<file path="config.mk">
export PLATFORM = sky130hd
export DESIGN_NAME = ccm_arbiter_flat
export DESIGN_NICKNAME = d
export VERILOG_FILES = /design/src/rtl/ccm_pkg.sv /design/src/rtl/ccm_arbiter_if.sv /design/src/rtl/ccm_addr_chk.sv /design/src/rtl/ccm_arbiter.sv /design/src/flat_wrapper.sv
export SDC_FILE = /design/constraint.sdc
export NUM_CORES = 1
export LEC_CHECK = 0
export BUFFER_PORTS_ARGS = -buffer_cell sky130_fd_sc_hd__buf_2
export CORE_AREA = 5 5 129 131
export CTS_BUF_LIST = sky130_fd_sc_hd__clkbuf_2
export DETAILED_ROUTE_END_ITERATION = 10
export DIE_AREA = 0 0 134 136
export GPL_ROUTABILITY_DRIVEN = 0
export PLACE_DENSITY = 0.55
export SLEW_MARGIN = 20
export SYNTH_ARGS = -nofsm -noshare
export SYNTH_HDL_FRONTEND = slang
export SYNTH_SLANG_ARGS = --single-unit
</file>
<file path="constraint.sdc">
create_clock -name clk -period 3.7 [get_ports clk]
set_input_delay 0.74 -clock clk [delete_from_list [all_inputs] [get_ports clk]]
set_output_delay 0.74 -clock clk [all_outputs]
set_load 0.01 [all_outputs]
</file>
<file path="src/rtl/ccm_pkg.sv">
// Shared types and helpers for the closely-coupled memory arbiter and its address checker.
package ccm_pkg;

    localparam logic [1:0] SZ_BYTE = 2'b00;
    localparam logic [1:0] SZ_HALF = 2'b01;
    localparam logic [1:0] SZ_WORD = 2'b10;

    typedef enum logic [1:0] {
        OWN_NONE = 2'b00,
        OWN_LSU  = 2'b01,
        OWN_DMA  = 2'b10
    } owner_e;

    typedef enum logic {
        ST_ARB   = 1'b0,
        ST_FORCE = 1'b1
    } arb_state_e;

    // Encoding 2'b11 is undefined and treated as misaligned so it can never reach the DCCM.
    function automatic logic is_aligned(input logic [1:0] size, input logic [1:0] offset);
        logic ok;
        case (size)
            SZ_BYTE: ok = 1'b1;
            SZ_HALF: ok = (offset != 2'd3);
            SZ_WORD: ok = (offset == 2'd0);
            default: ok = 1'b0;
        endcase
        return ok;
    endfunction

endpackage

</file>
<file path="src/rtl/ccm_arbiter_if.sv">
// LSU, DMA and DCCM signal bundle around the arbiter; slave is the arbiter's view.
interface ccm_arbiter_if;
    logic        lsu_rd_en;
    logic        lsu_wr_en;
    logic [31:0] lsu_addr;
    logic [31:0] lsu_wr_data;
    logic [1:0]  lsu_store_type;
    logic        lsu_stall;
    logic        lsu_rvalid;
    logic [31:0] lsu_rd_data;

    logic        dma_valid;
    logic        dma_we;
    logic [31:0] dma_addr;
    logic [31:0] dma_wdata;
    logic [1:0]  dma_size;
    logic        dma_ready;
    logic        dma_rvalid;
    logic [31:0] dma_rdata;
    logic        dma_err;

    logic        dccm_rd_en;
    logic        dccm_wr_en;
    logic [31:0] dccm_rd_addr;
    logic [31:0] dccm_wr_addr;
    logic [31:0] dccm_wr_data;
    logic [1:0]  store_type;
    logic [1:0]  store_offset;
    logic [31:0] dccm_rd_data;

    modport slave (
        input  lsu_rd_en, lsu_wr_en, lsu_addr, lsu_wr_data, lsu_store_type,
        output lsu_stall, lsu_rvalid, lsu_rd_data,
        input  dma_valid, dma_we, dma_addr, dma_wdata, dma_size,
        output dma_ready, dma_rvalid, dma_rdata, dma_err,
        output dccm_rd_en, dccm_wr_en, dccm_rd_addr, dccm_wr_addr, dccm_wr_data,
        output store_type, store_offset,
        input  dccm_rd_data
    );

    modport master (
        output lsu_rd_en, lsu_wr_en, lsu_addr, lsu_wr_data, lsu_store_type,
        input  lsu_stall, lsu_rvalid, lsu_rd_data,
        output dma_valid, dma_we, dma_addr, dma_wdata, dma_size,
        input  dma_ready, dma_rvalid, dma_rdata, dma_err,
        input  dccm_rd_en, dccm_wr_en, dccm_rd_addr, dccm_wr_addr, dccm_wr_data,
        input  store_type, store_offset,
        output dccm_rd_data
    );

endinterface

</file>
<file path="src/rtl/ccm_addr_chk.sv">
// Combinational window and alignment check for a byte address; kept generic for other CCM windows.
module ccm_addr_chk
    import ccm_pkg::*;
#(
    parameter logic [31:0] BASE = 32'hF004_0000,
    parameter logic [31:0] SIZE = 32'h0001_0000
) (
    input  logic [31:0] addr,
    input  logic [1:0]  size,
    output logic        in_range,
    output logic        aligned
);

    logic [31:0] rel_addr;

    // Unsigned wrap makes addresses below BASE look huge, so one compare covers both ends.
    assign rel_addr = addr - BASE;
    assign in_range = (rel_addr < SIZE);
    assign aligned  = is_aligned(size, addr[1:0]);

endmodule

</file>
<file path="src/rtl/ccm_arbiter.sv">
// DCCM port arbiter: fixed LSU priority, starvation-forced DMA grant, DMA error responses, read-return steering.
//
// state    | meaning
// ST_ARB   | LSU wins if requesting, else DMA; counts DMA denials
// ST_FORCE | DMA granted unconditionally for one cycle, LSU stalled
module ccm_arbiter
    import ccm_pkg::*;
#(
    parameter logic [31:0] DCCM_BASE  = 32'hF004_0000,
    parameter logic [31:0] DCCM_SIZE  = 32'h0001_0000,
    parameter int          STARVE_MAX = 8
) (
    input  logic          clk,
    input  logic          rst,
    ccm_arbiter_if.slave  bus
);

    localparam logic [7:0] STARVE_TC = 8'(STARVE_MAX - 1);

    arb_state_e  state, state_nxt;
    logic [7:0]  starve_cnt, starve_nxt;
    owner_e      rd_owner, rd_owner_nxt;
    logic        err_pend;

    logic        lsu_req, lsu_gnt, dma_gnt;
    logic        dma_in_range, dma_aligned, dma_bad;
    logic        dma_acc, acc_rd, acc_wr;
    logic [31:0] gnt_addr, gnt_wdata;
    logic [1:0]  gnt_size;

    assign lsu_req = bus.lsu_rd_en | bus.lsu_wr_en;

    ccm_addr_chk #(.BASE(DCCM_BASE), .SIZE(DCCM_SIZE)) u_dma_chk (
        .addr     (bus.dma_addr),
        .size     (bus.dma_size),
        .in_range (dma_in_range),
        .aligned  (dma_aligned)
    );

    assign dma_bad = !(dma_in_range && dma_aligned);

    always_comb begin
        state_nxt  = state;
        starve_nxt = starve_cnt;
        lsu_gnt    = 1'b0;
        dma_gnt    = 1'b0;
        case (state)
            ST_ARB: begin
                if (lsu_req) begin
                    lsu_gnt = 1'b1;
                    if (bus.dma_valid) begin
                        if (starve_cnt == STARVE_TC) state_nxt = ST_FORCE;
                        if (starve_cnt != 8'hFF) starve_nxt = starve_cnt + 8'd1;
                    end
                end else if (bus.dma_valid) begin
                    dma_gnt = 1'b1;
                end
            end
            // Either the handshake completes or DMA withdrew; both end the forced slot.
            ST_FORCE: begin
                dma_gnt   = bus.dma_valid;
                state_nxt = ST_ARB;
            end
            default: state_nxt = ST_ARB;
        endcase
        if (dma_gnt || !bus.dma_valid) starve_nxt = 8'd0;
    end

    assign dma_acc = dma_gnt && !dma_bad;
    assign acc_rd  = (lsu_gnt && bus.lsu_rd_en) || (dma_acc && !bus.dma_we);
    assign acc_wr  = (lsu_gnt && bus.lsu_wr_en) || (dma_acc && bus.dma_we);

    assign gnt_addr  = lsu_gnt ? bus.lsu_addr       : bus.dma_addr;
    assign gnt_wdata = lsu_gnt ? bus.lsu_wr_data    : bus.dma_wdata;
    assign gnt_size  = lsu_gnt ? bus.lsu_store_type : bus.dma_size;

    assign bus.dccm_rd_en   = acc_rd;
    assign bus.dccm_wr_en   = acc_wr;
    assign bus.dccm_rd_addr = acc_rd ? gnt_addr : 32'h0;
    assign bus.dccm_wr_addr = acc_wr ? gnt_addr : 32'h0;
    assign bus.dccm_wr_data = acc_wr ? gnt_wdata : 32'h0;
    assign bus.store_type   = (acc_rd || acc_wr) ? gnt_size : 2'b00;
    assign bus.store_offset = (acc_rd || acc_wr) ? gnt_addr[1:0] : 2'b00;

    assign bus.lsu_stall = lsu_req && !lsu_gnt;
    assign bus.dma_ready = dma_gnt;

    always_comb begin
        rd_owner_nxt = OWN_NONE;
        if (lsu_gnt && bus.lsu_rd_en)      rd_owner_nxt = OWN_LSU;
        else if (dma_acc && !bus.dma_we)   rd_owner_nxt = OWN_DMA;
    end

    always_ff @(posedge clk or posedge rst) begin
        if (rst) begin
            state      <= ST_ARB;
            starve_cnt <= 8'd0;
            rd_owner   <= OWN_NONE;
            err_pend   <= 1'b0;
        end else begin
            state      <= state_nxt;
            starve_cnt <= starve_nxt;
            rd_owner   <= rd_owner_nxt;
            err_pend   <= dma_gnt && dma_bad;
        end
    end

    // Return data is passed straight through from the DCCM, steered by the registered owner.
    assign bus.lsu_rvalid  = (rd_owner == OWN_LSU);
    assign bus.lsu_rd_data = (rd_owner == OWN_LSU) ? bus.dccm_rd_data : 32'h0;
    assign bus.dma_rvalid  = (rd_owner == OWN_DMA) || err_pend;
    assign bus.dma_rdata   = (rd_owner == OWN_DMA) ? bus.dccm_rd_data : 32'h0;
    assign bus.dma_err     = err_pend;

endmodule

</file>
<file path="src/flat_wrapper.sv">
// flat-port wrapper written by rule: the top's interface ports become plain ports
module ccm_arbiter_flat import ccm_pkg::*;
#(
    parameter logic [31:0] DCCM_BASE  = 32'hF004_0000,
    parameter logic [31:0] DCCM_SIZE  = 32'h0001_0000,
    parameter int          STARVE_MAX = 8
)
  (clk, rst, bus_lsu_rd_en, bus_lsu_wr_en, bus_lsu_addr, bus_lsu_wr_data, bus_lsu_store_type, bus_lsu_stall, bus_lsu_rvalid, bus_lsu_rd_data, bus_dma_valid, bus_dma_we, bus_dma_addr, bus_dma_wdata, bus_dma_size, bus_dma_ready, bus_dma_rvalid, bus_dma_rdata, bus_dma_err, bus_dccm_rd_en, bus_dccm_wr_en, bus_dccm_rd_addr, bus_dccm_wr_addr, bus_dccm_wr_data, bus_store_type, bus_store_offset, bus_dccm_rd_data);
  ccm_arbiter_if bus_i ();
  input  logic clk;
  input  logic rst;
  input wire logic [$bits(bus_i.lsu_rd_en)-1:0] bus_lsu_rd_en;
  input wire logic [$bits(bus_i.lsu_wr_en)-1:0] bus_lsu_wr_en;
  input wire logic [$bits(bus_i.lsu_addr)-1:0] bus_lsu_addr;
  input wire logic [$bits(bus_i.lsu_wr_data)-1:0] bus_lsu_wr_data;
  input wire logic [$bits(bus_i.lsu_store_type)-1:0] bus_lsu_store_type;
  output wire logic [$bits(bus_i.lsu_stall)-1:0] bus_lsu_stall;
  output wire logic [$bits(bus_i.lsu_rvalid)-1:0] bus_lsu_rvalid;
  output wire logic [$bits(bus_i.lsu_rd_data)-1:0] bus_lsu_rd_data;
  input wire logic [$bits(bus_i.dma_valid)-1:0] bus_dma_valid;
  input wire logic [$bits(bus_i.dma_we)-1:0] bus_dma_we;
  input wire logic [$bits(bus_i.dma_addr)-1:0] bus_dma_addr;
  input wire logic [$bits(bus_i.dma_wdata)-1:0] bus_dma_wdata;
  input wire logic [$bits(bus_i.dma_size)-1:0] bus_dma_size;
  output wire logic [$bits(bus_i.dma_ready)-1:0] bus_dma_ready;
  output wire logic [$bits(bus_i.dma_rvalid)-1:0] bus_dma_rvalid;
  output wire logic [$bits(bus_i.dma_rdata)-1:0] bus_dma_rdata;
  output wire logic [$bits(bus_i.dma_err)-1:0] bus_dma_err;
  output wire logic [$bits(bus_i.dccm_rd_en)-1:0] bus_dccm_rd_en;
  output wire logic [$bits(bus_i.dccm_wr_en)-1:0] bus_dccm_wr_en;
  output wire logic [$bits(bus_i.dccm_rd_addr)-1:0] bus_dccm_rd_addr;
  output wire logic [$bits(bus_i.dccm_wr_addr)-1:0] bus_dccm_wr_addr;
  output wire logic [$bits(bus_i.dccm_wr_data)-1:0] bus_dccm_wr_data;
  output wire logic [$bits(bus_i.store_type)-1:0] bus_store_type;
  output wire logic [$bits(bus_i.store_offset)-1:0] bus_store_offset;
  input wire logic [$bits(bus_i.dccm_rd_data)-1:0] bus_dccm_rd_data;
  assign bus_i.lsu_rd_en = bus_lsu_rd_en;
  assign bus_i.lsu_wr_en = bus_lsu_wr_en;
  assign bus_i.lsu_addr = bus_lsu_addr;
  assign bus_i.lsu_wr_data = bus_lsu_wr_data;
  assign bus_i.lsu_store_type = bus_lsu_store_type;
  assign bus_lsu_stall = bus_i.lsu_stall;
  assign bus_lsu_rvalid = bus_i.lsu_rvalid;
  assign bus_lsu_rd_data = bus_i.lsu_rd_data;
  assign bus_i.dma_valid = bus_dma_valid;
  assign bus_i.dma_we = bus_dma_we;
  assign bus_i.dma_addr = bus_dma_addr;
  assign bus_i.dma_wdata = bus_dma_wdata;
  assign bus_i.dma_size = bus_dma_size;
  assign bus_dma_ready = bus_i.dma_ready;
  assign bus_dma_rvalid = bus_i.dma_rvalid;
  assign bus_dma_rdata = bus_i.dma_rdata;
  assign bus_dma_err = bus_i.dma_err;
  assign bus_dccm_rd_en = bus_i.dccm_rd_en;
  assign bus_dccm_wr_en = bus_i.dccm_wr_en;
  assign bus_dccm_rd_addr = bus_i.dccm_rd_addr;
  assign bus_dccm_wr_addr = bus_i.dccm_wr_addr;
  assign bus_dccm_wr_data = bus_i.dccm_wr_data;
  assign bus_store_type = bus_i.store_type;
  assign bus_store_offset = bus_i.store_offset;
  assign bus_i.dccm_rd_data = bus_dccm_rd_data;
  ccm_arbiter #(.DCCM_BASE(DCCM_BASE), .DCCM_SIZE(DCCM_SIZE), .STARVE_MAX(STARVE_MAX)) u_core (.clk(clk), .rst(rst), .bus(bus_i));
endmodule
</file>
# Yosys cells after proc, flatten, opt, wreduce, memory -nomap -nowiden
# Index checks and enable logic that the tools add are counted.
[op_classes]
add_sub_neg = 2
order_cmp = 1
n_eq_ne = 8
n_mux = 27
bitwise = 2
n_reduce_logical = 23
[ops]
columns = ["op", "n"]
rows = [
  ["$mux 32", 7],
  ["$mux 8", 5],
  ["$lt 32x17->1 const B", 1],
  ["$sub 32x32->32 const B", 1],
  ["$mux 2", 5],
  ["$add 8x1->8 const B", 1],
  ["$eq 8x3->1 const B", 1],
  ["$logic_and 1x1->1", 8],
  ["$ne 8x8->1 const B", 1],
  ["$mux 1", 7],
  ["$reduce_bool 2->1", 3],
  ["$logic_or 1x1->1", 5],
  ["$eq 2x1->1 const B", 2],
  ["$eq 2x2->1 const B", 2],
  ["$logic_not 1->1", 4],
  ["$logic_not 2->1", 2],
  ["$ne 2x2->1 const B", 2],
  ["$pmux 1 s2", 2],
  ["$reduce_and 4->1", 1],
  ["$pmux 1 s3", 1],
  ["$not 1->1", 1],
  ["$or 1x1->1", 1],
]
[totals]
regBits = 12
out_inout_bits = 171
elab_cells = 67

# Logic depth before layout (Yosys ltp)
# Gate-level depths: netlist of the first run.
[depth]
ltp_word = 8
depth_mapped = 8
depth_no_buf = 6

# Modules after synthesis
# Synthesis of the first run repeated with hierarchy kept, for this count alone.
[hier_totals]
hier_cells = 274
area_unflattened_um2 = 2185.8
[modules_own_cells]
columns = ["module", "instances", "cells_per_inst", "area_per_inst_um2"]
rows = [
  ["ccm_arbiter", 1, 262, 2094.5],
  ["ccm_addr_chk", 1, 12, 91.3],
]

# Worst setup path before layout of the first run
# No wires, ideal clock.
[synth_path]
kind = "input port to output port"
start = "input port bus_dma_addr[26]"
end = "output port bus_dccm_wr_data[10]"
t_arrival_ps = 2660
required_ps = 2960
setup_slack_ps = 300
stages = 7
path_buffers = 2
path_cell_list = "or4_1 -> or3_1 -> a2111oi_4 -> a31oi_1 -> buf_2 -> buf_2 -> a21oi_1"
[synth_via]
elab_chain_len = 7
[synth_rtl]
columns = ["item", "line_no", "text"]
rows = [
  ["start: declaration", "flat_wrapper.sv:22", "input wire logic [$bits(bus_i.dma_addr)-1:0] bus_dma_addr;"],
  ["$sub 32x32->32", "ccm_addr_chk.sv:17", "assign rel_addr = addr - BASE;"],
  ["$lt 32x17->1", "ccm_addr_chk.sv:18", "assign in_range = (rel_addr < SIZE);"],
  ["$logic_and 1x1->1", "ccm_arbiter.sv:40", "assign dma_bad = !(dma_in_range && dma_aligned);"],
  ["$logic_and 1x1->1", "ccm_arbiter.sv:69", "assign dma_acc = dma_gnt && !dma_bad;"],
  ["$logic_and 1x1->1", "ccm_arbiter.sv:71", "assign acc_wr = (lsu_gnt && bus.lsu_wr_en) || (dma_acc && bus.dma_we);"],
  ["$logic_or 1x1->1", "ccm_arbiter.sv:71", ""],
  ["$mux 32", "ccm_arbiter.sv:81", "assign bus.dccm_wr_data = acc_wr ? gnt_wdata : 32'h0;"],
  ["end: declaration", "flat_wrapper.sv:33", "output wire logic [$bits(bus_i.dccm_wr_data)-1:0] bus_dccm_wr_data;"],
]
# Every way passes these cells.

# Final worst setup path of the first run
[layout_path]
start = "input port bus_dma_addr[27]"
end = "output port bus_dccm_wr_data[20]"
# Same word-level chain as after synthesis.

==> metrics, run 1 <==
status=complete, no violations; Worst Path Arrival=just under 3 ns; r2r setup slk=1.58 ns; number of global-route vias before repair=3720; clock sink total=12; final worst-path cycle share=0.9941; worst slack, placed=-0.1087 ns; drt first-iter violations=between 150 and 200; compound-gate portion of the synthesized area=0.1490; crit-path max FO=13; final-report hold violation count=0; CTS root buf=clkbuf_2; CTS Buf Count=3; worst path buffer plus inverter count=5; DRC errors left=0; RSZ-0062 raised after global routing=true; Initial Util=0.1475; PortBufs=340; WS Path Type=input pin to output port; cell total after placement=about 900; maximum buffer depth of the clock tree=2; Setup-failing EPs final=0; die area=18220 sq um; Worst Hold Class=input pin to async pin; yosys warns=0; Avg Cell Area, Syn=6.009 sq um; Die Wd=134 um; fin. max-slew vios=0; max capacitance violation total=0; Yosys reg bits=12; Clock Latency Late Sink=~0.27 ns; Post-Route Skew=around 0.00027 ns; setup slack after layout=roughly 0.022 ns; dominant cells by area after synthesis=and2_1 (18%), dfrtp_1 (13%), mux2i_1 (13%); f_max=roughly 0.27 GHz; post-synth cell types=34; fin area=around 4700 sq um; Placed Area=4314 sq um; largest family of logic cells by synthesized area=simple AND/OR/NAND/NOR gates; WL final=15.01 mm; cell class contributing the biggest share of worst-path delay=simple AND/OR/NAND/NOR gates; simple-gate share of the synthesized area=0.5079; R2R cell count=6; capture point of the worst reg-to-reg path=u_core.starve_cnt[4]; Peak VDD IR=0.00005688 V; dpl hpwl=roughly 13 mm; clock slew at reported path FFs=0.12 ns; Yosys top cell by area=and2_1; Power, Total=~0.69 mW; multiplexer share of the synthesized area=0.1315; leakage power=2.663 nW; cell count after synthesis=380; First-pass DRT Iterations=4; GRT Util Overall=0.1412; # IOs=341; largest net degree at the start of global routing=69; Cell Area, Synth=approximately 2300 sq um; largest stage delay on the critical path=~0.52 ns; Congestion Overflow GR=0; Max-Slew Margin vs Limit=0.4828; worst flop-to-flop path startpoint=u_core.state; wire length per cell=roughly 16 um; post-synthesis xor/xnor area fraction=0.01534; min Tclk post-route=3.678 ns; Crit. End Element=output port; Synth Area in Adders=0.005479; via count=3915; Seq/Total Area, Yosys=0.1315; H-tree Lvls=1; Hold-fix buffers, CTS=0; Area Growth Syn to Fin=106.5%; Core Box Area=between 15000 and 20000 sq um; CTS tree=built; CP max-delay cell=or4_4; worst path cell trace=buf_6 -> or4_4 -> or3_4 -> a2111oi_4 -> buf_4 -> a31oi_4 -> buf_12 -> clkbuf_16 -> a21oi_2 -> buf_2; Yosys top cell area share=0.1836; first-pass GRT wire length=a little over 20 mm; setup TNS=0 ns; Cell Pwr Density=146.0 nW/um^2; Final #Nets=between 800 and 900; Row Count=46; Tightest Pin Transition=0.7687 ns; Post-Layout Cell Count=~900; WP data required=slightly below 3 ns; layout cells sized above 1=0.5886; number of routed nets with antenna violations=0; Mapped Nets=about 550; Setup crit start kind=input pin; Vias/cell=4.302; die height=around 140 um; antenna violations before repair=2
cell type report:
type	count	area, sq um
Tap cell	192	240.2
Fill cell	1719	10770
Clock buffer	3	15.01
Multi-Input combinational cell	334	2086
Antenna cell	1	2.502
Sequential cell	12	300.3
Clock inverter	1	3.754
Timing Repair Buffer	360	2041
Inverter	7	26.28
state kept, by name (all words and copies together), names as in the netlist:
name / count
u_core.bus.dma_err: 1
u_core.rd_owner: 2
u_core.starve_cnt: 8
u_core.state: 1
per-stage QoR:
stage                     hold WS (ns)    util
after floorplan                 0.4535       -
after global placement          0.4954  0.2786
after detailed placement        0.4972  0.2786
after CTS                       0.4818  0.2821
after global routing            0.4801  0.3043
final                           0.4784  0.3045
where the power goes:
part | internal, mW | switching (mW) | leakage [nW]
clock | 0.0235 | 0.0456 | 0.0140
combinational | 0.223 | 0.260 | 2.49
sequential | 0.134 | 0.00229 | 0.163
total | 0.381 | 0.307 | 2.66
kinds of logic (layout without fill, tap and decap cells):
kind of cell / count (synthesis) / after routing
fa+ha+maj: 1 / 1
simple gates: 245 / 245
mux: 30 / 30
buf+inv: 34 / 371
xor+xnor: 4 / 4
flops: 12 / 12
other cells: 0 / 1
compound gates: 54 / 54
per-layer routing:
layer	wire length, um	global-route usage	part of all wire
met5	13	0	0.00087
met4	109	0.01543	0.0073
met3	1332	0.02850	0.089
met2	7674	0.2659	0.51
met1	5875	0.1707	0.39
layout by cell type (no fill, tap or decap), types with 6 or more instances in the layout:
| cell | instances |
|---|---|
| nor2_1 | 57 |
| inv_1 | 7 |
| nor2_2 | 23 |
| buf_12 | 6 |
| buf_6 | 7 |
| buf_2 | 333 |
| a21oi_1 | 11 |
| a21oi_2 | 23 |
| buf_4 | 10 |
| mux2i_1 | 30 |
| and2_1 | 67 |
| nand2_1 | 71 |
| dfrtp_1 | 12 |
how the worst max path moves through the flow:
stage	start	to	slack, ns	depth (start not counted)
after floorplan	bus_dma_addr[26]	bus_dccm_wr_data[10]	0.30	7
after global routing	bus_dma_addr[27]	bus_dccm_rd_addr[22]	-0.09	10
after global placement	bus_dma_addr[26]	bus_dccm_wr_data[31]	-0.07	9
after detailed placement	bus_dma_addr[26]	bus_dccm_wr_data[31]	-0.11	9
after CTS	bus_dma_addr[26]	bus_dccm_wr_data[11]	0.001	9
final	bus_dma_addr[27]	bus_dccm_wr_data[20]	0.02	10
cell usage after synthesis:
master     count
or4_1          3
ha_1           1
xor2_1         1
a211oi_1       2
inv_1          7
a41o_1         2
and2_1        67
nand4_1        1
clkbuf_1      21
a31oi_1        1
nor3b_1        1
o211ai_1       1
and3_1         2
nor3_1         3
or2_2          2
nand2_1       71
a2111oi_4      1
buf_2          6
o311a_1        1
a21oi_1       38
nor2_1        80
nand3_1        3
nor2b_1        5
mux2i_1       30
nor4_1         2
or3_1          2
o21bai_1       1
xnor2_1        3
and4_1         1
a32o_1         2
nor4b_1        2
a41oi_2        1
o21ai_0        4
dfrtp_1       12
timing repair:
item / in CTS / in global routing
cloned: 0 / 4
endpoints found under the setup margin: 18 / 80
resized for setup: 8 / 59
buffers inserted: 0 / 2
pin swaps: 0 / 3
Power figures use the tool's default switching activity.
==> run 2: changes to the inputs <==
ABC_AREA = 1   (was unset)
CORE_AREA = 5 5 130 132   (was 5 5 129 131)
DIE_AREA = 0 0 135 137   (was 0 0 134 136)
PLACE_DENSITY = 0.57   (was 0.55)
==> metrics, run 2 <==
setup TNS=0 ns (unchanged); EDFF count, synth=0 (unchanged); die area=18500 sq um (+1.5%); final worst-path cycle share=0.9055 (-0.08856); DRC errors left=0 (unchanged); dominant cells by area after synthesis=nor2_1 (18%), nand2_1 (15%), dfrtp_1 (11%); setup slack after layout=0.3495 ns (+0.3277 ns); Yosys top cell by area=nor2_1; Row Count=46 (unchanged); antenna violations before repair=0 (-2); # diodes=0 (-1); Cell Pwr Density=149.7 nW/um^2 (+2.5%); min Tclk post-route=3.351 ns (-0.3277 ns); Yosys top cell area share=0.1829 (-0.0006694); Crit. End Element=output port; PostCTS Resize Cnt=0 (-8); Congestion Overflow GR=0 (unchanged); maximum buffer depth of the clock tree=2 (unchanged); worst flop-to-flop path startpoint=u_core.state; Yosys reg bits=12 (unchanged); final-report hold violation count=0 (unchanged); Vias/cell=4.020 (-6.6%); Initial Util=0.1697 (+0.02226); cell count after synthesis=486 (+28%); WS Path Type=input pin to output port; Final #Nets=981 (+10%); most instantiated cells after synthesis=nor2_1 (129), nand2_1 (107), inv_1 (70); H-tree Lvls=1 (unchanged); drt first-iter violations=165 (-17%); Post-Route Skew=0.01388 ns (+0.01361 ns); most common cell after layout, fill and taps aside=buf_2; Clock Latency Late Sink=0.28 ns (about the same); leakage power=2.910 nW (+9.3%); capture point of the worst reg-to-reg path=u_core.starve_cnt[1]; via count=4120 (+5.2%); first-pass GRT wire length=19.48 mm (-4.3%); Cell Area, Synth=2648 sq um (+16%); Core Box Area=15600 sq um (+0.74%); Die Wd=135 um (+0.75%); fin. max-slew vios=0 (unchanged); ys async rst share=1.000 (unchanged); Worst Hold Class=input pin to async pin; # IOs=341 (unchanged); Post CTS Setup Buffer Count=0 (unchanged); clock slew at reported path FFs=0.14 ns (+0.02 ns); Max-Slew Margin vs Limit=0.3721 (-0.1107); ys flop type=dfrtp_1; Avg Cell Area, Syn=5.448 sq um (-9.3%); most common cell in the netlist=nor2_1; status=complete, no violations; Area Growth Syn to Fin=71.08%; f_max=0.2985 GHz (+9.8%); worst slack, placed=0.3383 ns (+0.4470 ns); r2r setup slk=1.59 ns (about the same); Biggest register=u_core.starve_cnt; clock sink total=12 (unchanged); CTS tree=built; WP data required=2.96 ns (about the same); post-synth cell types=28 (-18%); Tightest Pin Transition=0.9409 ns (+0.1722 ns); Setup crit start kind=input pin; largest net degree at the start of global routing=65 (-5.8%); R2R cell count=7 (+1); layout cells sized above 1=0.5105 (-0.07806); biggest regs=u_core.starve_cnt x8, u_core.rd_owner x2; PortBufs=340 (unchanged); Seq/Total Area, Yosys=0.1134 (-0.01809); number of routed nets with antenna violations=0 (unchanged); dpl hpwl=12.03 mm (-4.1%); most frequent cells in the layout=buf_2 (340), nor2_1 (129), nand2_1 (107); CTS root buf=clkbuf_2; crit-path max FO=30 (+17); yosys warns=0 (unchanged); Setup-failing EPs final=0 (unchanged); CTS Buf Count=3 (unchanged); GRT Util Overall=0.1298 (-0.01145); max reg flops=8 (unchanged); Mapped Nets=657 (+19%); Hold-fix buffers, CTS=0 (unchanged); max capacitance violation total=0 (unchanged); WL final=14.03 mm (-6.5%); fillers=1754 (+2.0%); RSZ-0062 raised after global routing=false; Worst Path Arrival=2.61 ns (-0.33 ns); die height=137 um (+0.74%); First-pass DRT Iterations=4 (unchanged); wire length per cell=13.69 um (-17%); Peak VDD IR=0.00006773 V (+19%); number of global-route vias before repair=3797 (+2.1%)
==> run 2: cell count changes after synthesis, sizes merged, moves of 5 or more <==
cell / before / now
mux2i: 30 / 18
clkbuf: 21 / 16
buf: 6 / 11
nand3: 3 / 12
nor2: 80 / 155
o21ai: 4 / 29
and2: 67 / 0
inv: 7 / 75
nor2b: 5 / 0
nand2: 71 / 110
==> run 2: cell type report <==
| type | instances | area [sq um] | area share |
|---|---|---|---|
| clock buffer | 3 | 15.01 | 0.003315 |
| multi-input combinational | 371 | 1893 | 0.4180 |
| tap | 216 | 270.3 | 0.05967 |
| inverter | 76 | 287.8 | 0.06354 |
| sequential | 12 | 300.3 | 0.06630 |
| clock inverter | 1 | 3.754 | 0.0008287 |
| timing repair buffer | 346 | 1759 | 0.3884 |
==> run 2: worst max-delay path, stage by stage <==
cell	delay [ns]
buf_2	0.12
nor2_2	0.17
nand2_2	0.11
o21ai_0	0.17
nand2_1	0.07
nand2_1	0.07
inv_2	0.05
nand4_2	0.09
nand2_4	0.07
inv_4	0.41
buf_4	0.30
nor2_2	0.05
buf_2	0.15
==> run 2: cells by family after synthesis <==
| logic type | count (synthesis) | synth area share |
|---|---|---|
| buf+inv | 103 | 0.1734 |
| mux | 18 | 0.06805 |
| compound gates | 68 | 0.1711 |
| simple gates | 283 | 0.4660 |
| flops | 12 | 0.1134 |
| fa+ha+maj | 1 | 0.004725 |
| xor+xnor | 1 | 0.003309 |
==> run 2: how the worst max path moves through the flow <==
stage | startpoint | to | slack [ns] | depth (start not counted)
floorplan | bus_dma_addr[21] | bus_dccm_rd_addr[10] | 1.07 | 12
global placement | bus_dma_addr[26] | bus_dccm_wr_addr[31] | 0.33 | 13
detailed placement | bus_dma_addr[23] | bus_dccm_wr_addr[31] | 0.34 | 13
CTS | bus_dma_addr[19] | bus_dccm_wr_addr[31] | 0.33 | 13
global route | bus_dma_addr[23] | bus_dccm_wr_addr[16] | 0.13 | 13
finish | bus_dma_addr[19] | bus_dccm_wr_addr[31] | 0.35 | 13
==> run 2: routing by layer <==
layer	vias to the layer above	part of all wire	wire, um	GRT usage
li1	2120	-	-	-
met1	1746	0.38	5395	0.1527
met2	242	0.50	6962	0.2382
met3	12	0.11	1501	0.03566
met4	0	0.012	175	0.02296
met5	-	0	0	0
==> run 2: stage by stage <==
step / total power [mW] / cell area, sq um / util / hold WS, ns / std cells
2_1_floorplan: 0.3902 / 2648 / - / 0.4538 / 486
3_3_place_gp: 0.6164 / 4511 / 0.2892 / 0.4978 / 1021
3_5_place_dp: 0.6146 / 4511 / 0.2892 / 0.5066 / 1021
4_1_cts: 0.6853 / 4529 / 0.2904 / 0.4590 / 1025
5_1_grt: 0.7355 / 4529 / 0.2904 / 0.4653 / 1025
6_report: 0.6779 / 4529 / 0.2904 / 0.4453 / 1025
==> run 2: power breakdown <==
group	leakage, nW	switching [mW]	internal, mW
combinational	2.73	0.275	0.197
clock	0.0140	0.0469	0.0235
sequential	0.163	0.00142	0.134
total	2.91	0.323	0.355
